$ cat config.mk
export PLATFORM = sky130hd
export DESIGN_NAME = shot_selector_flat
export DESIGN_NICKNAME = d
export VERILOG_FILES = /design/src/rtl/battleship_pkg.sv /design/src/rtl/shot_selector_if.sv /design/src/rtl/button_conditioner.sv /design/src/rtl/shot_selector.sv /design/src/flat_wrapper.sv
export SDC_FILE = /design/constraint.sdc
export NUM_CORES = 1
export LEC_CHECK = 0
export ABC_AREA = 1
export CORE_ASPECT_RATIO = 1.25
export CORE_UTILIZATION = 50
export CTS_CLUSTER_SIZE = 12
export DETAILED_ROUTE_END_ITERATION = 16
export MAX_ROUTING_LAYER = met4
export PLACE_DENSITY = 0.88
export SYNTH_ARGS = -nofsm -noshare
export SYNTH_HDL_FRONTEND = slang
export SYNTH_SLANG_ARGS = --single-unit
$ cat constraint.sdc
create_clock -name clk -period 3.1 [get_ports clk]
set_input_delay 0.31 -clock clk [delete_from_list [all_inputs] [get_ports clk]]
set_output_delay 0.31 -clock clk [all_outputs]
set_load 0.1 [all_outputs]
$ cat src/rtl/battleship_pkg.sv
// battleship_pkg: shared grid constants, shot FSM states and seven-segment digit encoding
package battleship_pkg;
  localparam int GRID_SIZE = 5;
  localparam int COORD_W = 3;
  typedef logic [COORD_W-1:0] coord_t;
  localparam logic [6:0] SEG_0 = 7'b1000000;
  localparam logic [6:0] SEG_1 = 7'b1111001;
  localparam logic [6:0] SEG_2 = 7'b0100100;
  localparam logic [6:0] SEG_3 = 7'b0110000;
  localparam logic [6:0] SEG_4 = 7'b0011001;
  localparam logic [6:0] SEG_BLANK = 7'b1111111;
  typedef enum logic {IDLE, PENDING} shot_state_t;
  function automatic logic [6:0] seg7(input coord_t c);
    return c == 3'd0 ? SEG_0 :
           c == 3'd1 ? SEG_1 :
           c == 3'd2 ? SEG_2 :
           c == 3'd3 ? SEG_3 :
           c == 3'd4 ? SEG_4 : SEG_BLANK;
  endfunction
endpackage

$ cat src/rtl/shot_selector_if.sv
// shot_selector_if: shot request valid/ready handshake towards the game FSM
interface shot_selector_if;
  import battleship_pkg::*;
  logic shotValid;
  logic shotReady;
  coord_t shotRow;
  coord_t shotCol;
  modport master (output shotValid, output shotRow, output shotCol, input shotReady);
  modport slave (input shotValid, input shotRow, input shotCol, output shotReady);
endinterface

$ cat src/rtl/button_conditioner.sv
// button_conditioner: 2-flop synchroniser, counter debouncer and one-cycle rising-edge pulse
module button_conditioner #(
  parameter int DEBOUNCE_CYCLES = 2
) (
  input  logic clk,
  input  logic rstSwitch,
  input  logic raw,
  output logic pulse
);
  localparam int CW = $clog2(DEBOUNCE_CYCLES + 1);
  logic [1:0] sync;
  logic stable, stable_d;
  logic [CW-1:0] cnt;
  always_ff @(posedge clk or negedge rstSwitch) begin
    if (!rstSwitch) begin
      sync <= '0;
      stable <= 1'b0;
      stable_d <= 1'b0;
      cnt <= '0;
      pulse <= 1'b0;
    end else begin
      sync <= {sync[0], raw};
      stable_d <= stable;
      pulse <= stable & ~stable_d;
      // any sample matching the stable level restarts the count, so glitches never accumulate
      if (sync[1] == stable) cnt <= '0;
      else if (cnt == CW'(DEBOUNCE_CYCLES - 1)) begin
        stable <= sync[1];
        cnt <= '0;
      end else cnt <= cnt + 1'b1;
    end
  end
endmodule

$ cat src/rtl/shot_selector.sv
// shot_selector: conditions the board buttons, moves the 5x5 cursor and issues one shot per select press
module shot_selector #(
  parameter int DEBOUNCE_CYCLES = 2,
  parameter int GRID_SIZE = battleship_pkg::GRID_SIZE
) (
  input  logic clk,
  input  logic rstSwitch,
  input  logic rowButton,
  input  logic colButton,
  input  logic selectButton,
  input  logic enable,
  shot_selector_if.master shot,
  output logic [6:0] rowSeg,
  output logic [6:0] colSeg
);
  import battleship_pkg::*;
  logic row_p, col_p, sel_p;
  shot_state_t state_q, state_d;
  coord_t row_q, row_d, col_q, col_d, srow_q, srow_d, scol_q, scol_d;
  function automatic coord_t next_coord(input coord_t c);
    return c == COORD_W'(GRID_SIZE - 1) ? '0 : c + 1'b1;
  endfunction
  button_conditioner #(.DEBOUNCE_CYCLES(DEBOUNCE_CYCLES)) u_row (.clk, .rstSwitch, .raw(rowButton), .pulse(row_p));
  button_conditioner #(.DEBOUNCE_CYCLES(DEBOUNCE_CYCLES)) u_col (.clk, .rstSwitch, .raw(colButton), .pulse(col_p));
  button_conditioner #(.DEBOUNCE_CYCLES(DEBOUNCE_CYCLES)) u_sel (.clk, .rstSwitch, .raw(selectButton), .pulse(sel_p));
  always_ff @(posedge clk or negedge rstSwitch) begin
    if (!rstSwitch) begin
      state_q <= IDLE;
      row_q <= '0;
      col_q <= '0;
      srow_q <= '0;
      scol_q <= '0;
    end else begin
      state_q <= state_d;
      row_q <= row_d;
      col_q <= col_d;
      srow_q <= srow_d;
      scol_q <= scol_d;
    end
  end
  always_comb begin
    state_d = state_q;
    row_d = row_q;
    col_d = col_q;
    srow_d = srow_q;
    scol_d = scol_q;
    if (state_q == IDLE) begin
      // a fire press wins over cursor moves arriving in the same cycle
      if (sel_p && enable) begin
        state_d = PENDING;
        srow_d = row_q;
        scol_d = col_q;
      end else begin
        row_d = row_p ? next_coord(row_q) : row_q;
        col_d = col_p ? next_coord(col_q) : col_q;
      end
    end else state_d = shot.shotReady ? IDLE : PENDING;
  end
  assign shot.shotValid = state_q == PENDING;
  assign shot.shotRow = srow_q;
  assign shot.shotCol = scol_q;
  assign rowSeg = seg7(row_q);
  assign colSeg = seg7(col_q);
endmodule
$ cat src/flat_wrapper.sv
// flat-port wrapper written by rule: the top's interface ports become plain ports
module shot_selector_flat import battleship_pkg::*;
#(
  parameter int DEBOUNCE_CYCLES = 2,
  parameter int GRID_SIZE = battleship_pkg::GRID_SIZE
)
  (clk, rstSwitch, rowButton, colButton, selectButton, enable, rowSeg, colSeg, shot_shotValid, shot_shotRow, shot_shotCol, shot_shotReady);
  shot_selector_if shot_i ();
  input  logic clk;
  input  logic rstSwitch;
  input  logic rowButton;
  input  logic colButton;
  input  logic selectButton;
  input  logic enable;
  output logic [6:0] rowSeg;
  output logic [6:0] colSeg;
  output wire logic [$bits(shot_i.shotValid)-1:0] shot_shotValid;
  output wire logic [$bits(shot_i.shotRow)-1:0] shot_shotRow;
  output wire logic [$bits(shot_i.shotCol)-1:0] shot_shotCol;
  input wire logic [$bits(shot_i.shotReady)-1:0] shot_shotReady;
  assign shot_shotValid = shot_i.shotValid;
  assign shot_shotRow = shot_i.shotRow;
  assign shot_shotCol = shot_i.shotCol;
  assign shot_i.shotReady = shot_shotReady;
  shot_selector #(.DEBOUNCE_CYCLES(DEBOUNCE_CYCLES), .GRID_SIZE(GRID_SIZE)) u_core (.clk(clk), .rstSwitch(rstSwitch), .rowButton(rowButton), .colButton(colButton), .selectButton(selectButton), .enable(enable), .shot(shot_i), .rowSeg(rowSeg), .colSeg(colSeg));
endmodule
=== Word-level counts from Yosys, hierarchy flattened ===
Cells that the tools add are included.

* Register bits after elaboration: 34
* Input port bits: 7
* Output and inout bits: 21
* Logic and storage cells: 80

* $add $sub $neg: 5
* Equality and inequality tests: 14
* Mux-type cells: 21
* Bitwise logic cells: 11
* Reductions and logical operators: 9

{| class="wikitable"
|+ Operators with widths
! operator !! count
|-
| $mux 7 || 10
|-
| $eq 3x2->1 const B || 4
|-
| $mux 2 || 6
|-
| $not 1->1 || 8
|-
| $reduce_and 2->1 || 4
|-
| $add 2x1->2 const B || 3
|-
| $add 3x1->3 const B || 2
|-
| $eq 2x1->1 const B || 3
|-
| $eq 3x1->1 const B || 2
|-
| $eq 3x3->1 const B || 2
|-
| $logic_not 3->1 || 2
|-
| $mux 3 || 2
|-
| $reduce_and 3->1 || 2
|-
| $and 1x1->1 || 3
|-
| $eq 1x1->1 || 3
|-
| $mux 1 || 3
|-
| $logic_and 1x1->1 || 1
|}

=== Logic depth before layout (Yosys ltp) ===
Gate-level depths: netlist of run 1.

* Depth after elaboration: 6
* Mapped depth: 6
* Gate-level depth less buffers: 5

=== Cells and area by module ===
Synthesis of run 1 repeated with hierarchy kept, for this count alone.

* Cell total of the unflattened synthesis: 167
* Area, all modules: 1556.5 um^2

{| class="wikitable"
|+ Modules (own cells, without submodules)
! module !! times used !! cells each !! area an instance (um^2) !! seq. area each (um^2)
|-
| shot_selector || 1 || 101 || 850.8 || 325.3
|-
| button_conditioner || 3 || 22 || 235.2 || 175.2
|}

=== Worst setup path after synthesis of run 1 ===
OpenSTA, ideal clock, no wires.

* Path type: flip-flop to output port
* Start point: register u_core.col_q[0]
* End point: output port colSeg[3]
* Data arrival time: 2839 ps
* Data required time: 2790 ps
* Path slack: -49 ps
* Stages on the path, launching flop included: 6
* Path buffers: 1
* Path through: dfrtp_1 -> inv_1 -> ha_1 -> nand2_2 -> a21boi_1 -> buf_4

* Word-level cells in the longest chain between the ends: 5
* Elaborated cells between the ends (all ways): 8
* Those cells by class: eq/ne: 3; mux: 4; reduce/logical: 1

{| class="wikitable"
|+ Ends and longest elaborated chain
! item !! RTL line !! text
|-
| start: declaration || shot_selector.sv:19 || <nowiki>coord_t row_q, row_d, col_q, col_d, srow_q, srow_d, scol_q, scol_d;</nowiki>
|-
| start signal: assignment || shot_selector.sv:36 || <nowiki>col_q <= col_d;</nowiki>
|-
| $eq 3x2->1 || battleship_pkg.sv:17 || <nowiki>c == 3'd3 ? SEG_3 :</nowiki>
|-
| $mux 7 || battleship_pkg.sv:17 ||
|-
| $mux 7 || battleship_pkg.sv:16 || <nowiki>c == 3'd2 ? SEG_2 :</nowiki>
|-
| $mux 7 || battleship_pkg.sv:15 || <nowiki>c == 3'd1 ? SEG_1 :</nowiki>
|-
| $mux 7 (*) || battleship_pkg.sv:14 || <nowiki>return c == 3'd0 ? SEG_0 :</nowiki>
|-
| end: declaration || flat_wrapper.sv:16 || <nowiki>output logic [6:0] colSeg;</nowiki>
|}

Every way passes the cells marked *; elsewhere a longest branch is shown, timed or not.

=== Worst setup path in the final report of run 1 ===
* Start point: register u_core.scol_q[1], in the netlist u_core.shot.shotCol[1]
* End point: output port shot_shotCol[1]

{| class="wikitable"
|+ RTL lines
! item !! RTL line !! text
|-
| start: declaration || shot_selector.sv:19 ||
|-
| start signal: assignment || shot_selector.sv:38 || <nowiki>scol_q <= scol_d;</nowiki>
|-
| end: declaration || flat_wrapper.sv:19 || <nowiki>output wire logic [$bits(shot_i.shotCol)-1:0] shot_shotCol;</nowiki>
|}

No word-level cell between the ends.

==> results of run 1 <==
-- synthesized netlist by cell type, drive strengths merged --
cell    instances
buf             3
nor2            8
a21boi          1
dfrtp          34
nand3           4
o211ai          2
a21oi           2
ha             12
and2            1
o21ai          21
nor3            3
nand2          46
inv            29
-- cells in the final DEF, fill, tap and decap left out, drive strengths merged --
master / instances
o211ai: 2
ha: 12
nand3: 4
nor3: 3
a21oi: 2
clkinv: 1
dfrtp: 34
inv: 29
nand2: 46
a21boi: 1
and2: 1
o21ai: 21
clkdlybuf4s50: 12
nor2: 8
buf: 16
clkbuf: 7
-- registers in the layout, summed over array words and instances (netlist names), 3 cells and up --
register / flops
u_core.col_q: 3
u_core.shot.shotCol: 3
u_core.row_q: 3
u_core.shot.shotRow: 3
-- cell families after synthesis --
kind of cell	count (synthesis)	synth area share
AND/OR/NAND/NOR	62	0.167
adder cells (fa/ha/maj)	12	0.0965
flip-flops	34	0.547
buffers and inverters	32	0.0869
AO/OA/AOI/OAI	26	0.103
-- area by class of cell --
| type | instances | area (um^2) |
|---|---|---|
| clock buffers | 7 | 55.1 |
| clock inverters | 1 | 5.00 |
| fillers | 258 | 1070 |
| inverters | 29 | 109 |
| multi-input cells | 100 | 573 |
| flip-flops and latches | 34 | 851 |
| well taps | 36 | 45.0 |
| repair buffers | 28 | 240 |
-- per-layer routing --
metal / GRT usage / vias up / routed length (um) / part of all wire
met3: 0.0667 / 5 / 97 / 0.041
met5: - / - / 0 / 0
met1: 0.187 / 528 / 965 / 0.41
met4: 0.0912 / 0 / 58 / 0.025
met2: 0.290 / 24 / 1240 / 0.53
li1: - / 572 / - / -
-- through the flow --
step | cells | worst slack (ps) | hold WS, ps
finish | 235 | 969 | 358
global route | 235 | 842 | 376
CTS | 235 | 945 | 362
detailed placement | 227 | 1320 | 340
global placement | 227 | 1350 | 332
floorplan | 166 | 120 | 14.4
-- path summary, 6_finish.rpt --
check | startpoint | endpoint | slack (ps) | cells past startpoint
min | u_core.u_row.sync[0] | u_core.u_row.sync[1] | 360 | 0
max | u_core.shot.shotCol[1] | shot_shotCol[1] | 970 | 1
max reg2reg | u_core.col_q[0] | u_core.col_q[2] | 1810 | 5
min reg2reg | u_core.u_row.sync[0] | u_core.u_row.sync[1] | 360 | 0
min in group asynchronous | rstSwitch | u_core.u_row.cnt[1] | 370 | 2
max in group asynchronous | rstSwitch | u_core.u_sel.cnt[1] | 2450 | 2
==> out/metrics.cfg, run 1 <==
[route]
drt_iter0_markers = 29
drcViolationCount = 0
dr.pass1.iters = 4
wl_per_cell_um = 10.1
routed_wl_um = 2360
via_count = 1129
via_per_inst = 4.80
drtAntennaViolNets = 0

[worst_setup_path]
crit_family = buffers and inverters
crit_required_ps = 2790
critPathSlowestCell = clkdlybuf4s50_1
setup.worst_path.end_class = primary output
cpPeakStageDelay_ps = 1130
crit_buf_inv = 1
path_class = flip-flop to primary output
arrival_ps = 1820
cp_cell_sequence = clkdlybuf4s50_1
critPathMaxFanout = 2
start_kind = flip-flop

[final_layout]
final_area_um2 = 1880
final_layout_size_suffix_gt1_frac = 0.186
num_antenna_cells = 0
final_nets = 217
utilization = 0.638
syn_to_final_growth_pct = 20.8

[placement]
io_buffer_count = 27
place_area_um2 = 1820
hpwl_um = 1780
gp_congestion = 0.828

[synth]
yosys_warnings = 0
syn_area_um2 = 1560
synthDistinctLibCells = 19
synth_top_area_frac = 0.547
synth_cells = 166
syn_avg_cell_area_um2 = 9.37
synth_largest_area_cell = dfrtp_1
synth_area_leaders = dfrtp_1, nand2_1, ha_1
synth_seq_area_share = 0.547
ys_seq_elements = 34
synth_fp_nets = 185

[floorplanning]
rows = 22
die_x_um = 51.9
initial_core_util = 0.528
die_h_um = 64.4
core_um2 = 2950
dieArea_um2 = 3340
io_pins = 28

[cts]
cts_root_buf = clkbuf_4
cts_buffers = 5
cts.sinks = 34
cts_hold_buf = 0
clkLatencyLatePin_ps = 330
cts_setup_buffers = 0
cts_resized = 0
cts_tree = yes
clk_path_buf_depth = 2
path_clk_slew_ps = 90
htreeDepth = 2

[timing]
relSlewSlack = 0.360
finalHoldViolCount = 0
grt_setup_unrepaired = no
clock_skew_ps = 5.89
worst_pin_slew_ps = 957
fin_tns_setup_ps = 0
layout_min_cycle_time_ps = 2130
final_max_slew_viol_count = 0
max_freq_mhz = 469
finalSetupViolCount = 0
post-route-period-util = 0.688

[grt]
antenna_found_initial = 0
first_global_vias = 1026
grt_first_pass_wirelength_um = 4170
grt_start_max_net_pins = 35
overflow = 0
grt_util_all_layers = 0.180

[run_status]
status = completed

[worst_hold_path]
hp-class = flip-flop to flip-flop

[flow_run]
maxCapViolCount = 0

Power of run 1 is not shown: default switching activity piles up to over one toggle a cycle in this logic, so the estimate is an artifact.
==> inputs of run 2 (changes only) <==
- clock period: 3.1 -> 2.03 ns (I/O delays scaled with it)
==> run 2 against run 1 <==
Compared with the run above: routed wire length rose by 6.3%; utilization rose by 7.0 points; critical path depth rose by 4; sequential cell count did not move; hold slack got worse by 99 ps; via count rose by 1.1%; critical endpoint is now colSeg[3]; non-clock buffer count rose by 1; global-route usage rose by 1.4 points; register-to-register slack got worse by 1100 ps; clock skew rose by 7.8 ps; first-iteration DRC count rose by 59%; cell count rose by 0.43%.
==> out/metrics.cfg, run 2 (synthesized netlist as in run 1, its figures left out) <==
[run_status]
status = completed

[timing]
layout_min_cycle_time_ps = 1910
grt_setup_unrepaired = no
clock_skew_ps = 13.7  ; +7.80 ps
worst_pin_slew_ps = 409  ; -549 ps
max_freq_mhz = 523
post-route-period-util = 0.943
final_max_slew_viol_count = 0  ; unchanged
finalHoldViolCount = 0  ; unchanged
relSlewSlack = 0.728  ; +0.368
finalSetupViolCount = 0  ; unchanged

[final_layout]
num_antenna_cells = 0  ; unchanged
final_layout_size_suffix_gt1_frac = 0.265  ; +0.0791
final_cells = 236  ; +0.43%
layout_commonest_cell = nand2_1
final_nets = 218  ; +0.46%
most-common-layout-cells = nand2_1, dfrtp_1, inv_1
syn_to_final_growth_pct = 34.0

[worst_setup_path]
arrival_ps = 1710  ; -110 ps
path_class = flip-flop to primary output
r2r_start = u_core.row_q[0]
start_kind = flip-flop
r2r-end = u_core.row_q[2]
crit_start = u_core.col_q[1]
critPathMaxFanout = 6  ; +4
cpPeakStageDelay_ps = 470  ; -660 ps
cp_cell_sequence = inv_1 > ha_1 > nand2_1 > a21boi_4 > buf_12
crit_required_ps = 1830  ; -960 ps
critPathSlowestCell = dfrtp_2
crit_end = colSeg[3]
setup.worst_path.end_class = primary output
r2r_slack_ps = 750  ; -1060 ps
r2r_cells = 5  ; unchanged

[placement]
dp.cells = 227  ; unchanged
io_buffer_count = 27  ; unchanged
gp_congestion = 0.885  ; +6.9%
hpwl_um = 1850  ; +3.7%

[floorplanning]
initial_core_util = 0.528  ; unchanged
io_pins = 28  ; unchanged
die_x_um = 51.9  ; unchanged
die_h_um = 64.4  ; unchanged
core_um2 = 2950  ; unchanged
rows = 22  ; unchanged
dieArea_um2 = 3340  ; unchanged

[cts]
clk_path_buf_depth = 2  ; unchanged
cts.sinks = 34  ; unchanged
htreeDepth = 2  ; unchanged
cts_hold_buf = 0  ; unchanged
clkLatencyLatePin_ps = 330  ; about the same
cts_tree = yes
cts_buffers = 5  ; unchanged
path_clk_slew_ps = 100  ; about the same
cts_root_buf = clkbuf_4

[route]
drcViolationCount = 0  ; unchanged
via_count = 1141  ; +1.1%
drt_iter0_markers = 46  ; +59%
wl_per_cell_um = 10.6  ; +5.8%
dr.pass1.iters = 4  ; unchanged
drtAntennaViolNets = 0  ; unchanged
via_per_inst = 4.83  ; +0.63%
routed_wl_um = 2510  ; +6.3%

[grt]
grt_first_pass_wirelength_um = 4540  ; +9.0%
antenna_found_initial = 0  ; unchanged
overflow = 0  ; unchanged
grt_util_all_layers = 0.193  ; +0.0138
grt_start_max_net_pins = 35  ; unchanged
first_global_vias = 1124  ; +9.6%

[flow_run]
maxCapViolCount = 0  ; unchanged

[worst_hold_path]
hp-class = input port to async pin

run 2: area by class of cell:
cell class / instances / area [um^2]
clock buffers: 7 / 55.1
fillers: 203 / 862
inverters: 29 / 109
flip-flops and latches: 34 / 855
repair buffers: 29 / 408
multi-input cells: 100 / 607
clock inverters: 1 / 5.00
well taps: 36 / 45.0
run 2: repair_timing:
item,in CTS,in global routing
gates resized for setup,0,6
buffers inserted,0,1
hold endpoints to repair,0,0
endpoints found under the setup margin,0,7
run 2: through the flow:
| stage | setup TNS (ps) | area (um^2) | hold slack, ps | worst slack, ps | util |
|---|---|---|---|---|---|
| final | 0 | 2080 | 260 | 117 | 0.707 |
| after CTS | 0 | 2060 | 254 | 45.7 | 0.698 |
| after floorplan | -527 | 1580 | -92.6 | -157 | - |
| after global placement | 0 | 2000 | 333 | 470 | 0.678 |
| after detailed placement | 0 | 2000 | 342 | 434 | 0.678 |
| after global routing | 0 | 2080 | 272 | 1.01 | 0.707 |
run 2: routing by layer:
metal / global-route usage / up-vias / share of wire
met3: 0.0762 / 9 / 0.046
li1: - / 578 / -
met2: 0.314 / 30 / 0.51
met1: 0.201 / 524 / 0.42
met4: 0.0878 / 0 / 0.019
met5: - / - / 0
run 2: worst max-delay path: cells and delay by family, from the launching register on:
family / cells / cell delay (ps)
AOI/OAI and AO/OA: 1 / 220
adders and majority gates: 1 / 210
buffers and inverters: 2 / 390
DFF: 1 / 470
and+or+nand+nor: 1 / 110
run 2: worst min-delay path by stage:
stage	startpoint	end	slack, ps	cells past startpoint
global placement	u_core.u_row.sync[0]	u_core.u_row.sync[1]	330	0
finish	rstSwitch	u_core.u_row.stable_d	260	2
detailed placement	u_core.u_col.sync[0]	u_core.u_col.sync[1]	340	0
global route	rstSwitch	u_core.u_col.pulse	270	2
CTS	rstSwitch	u_core.u_row.cnt[1]	250	2
floorplan	rstSwitch	u_core.col_q[0]	-90	0
Power of run 2 is left out for the same reason.
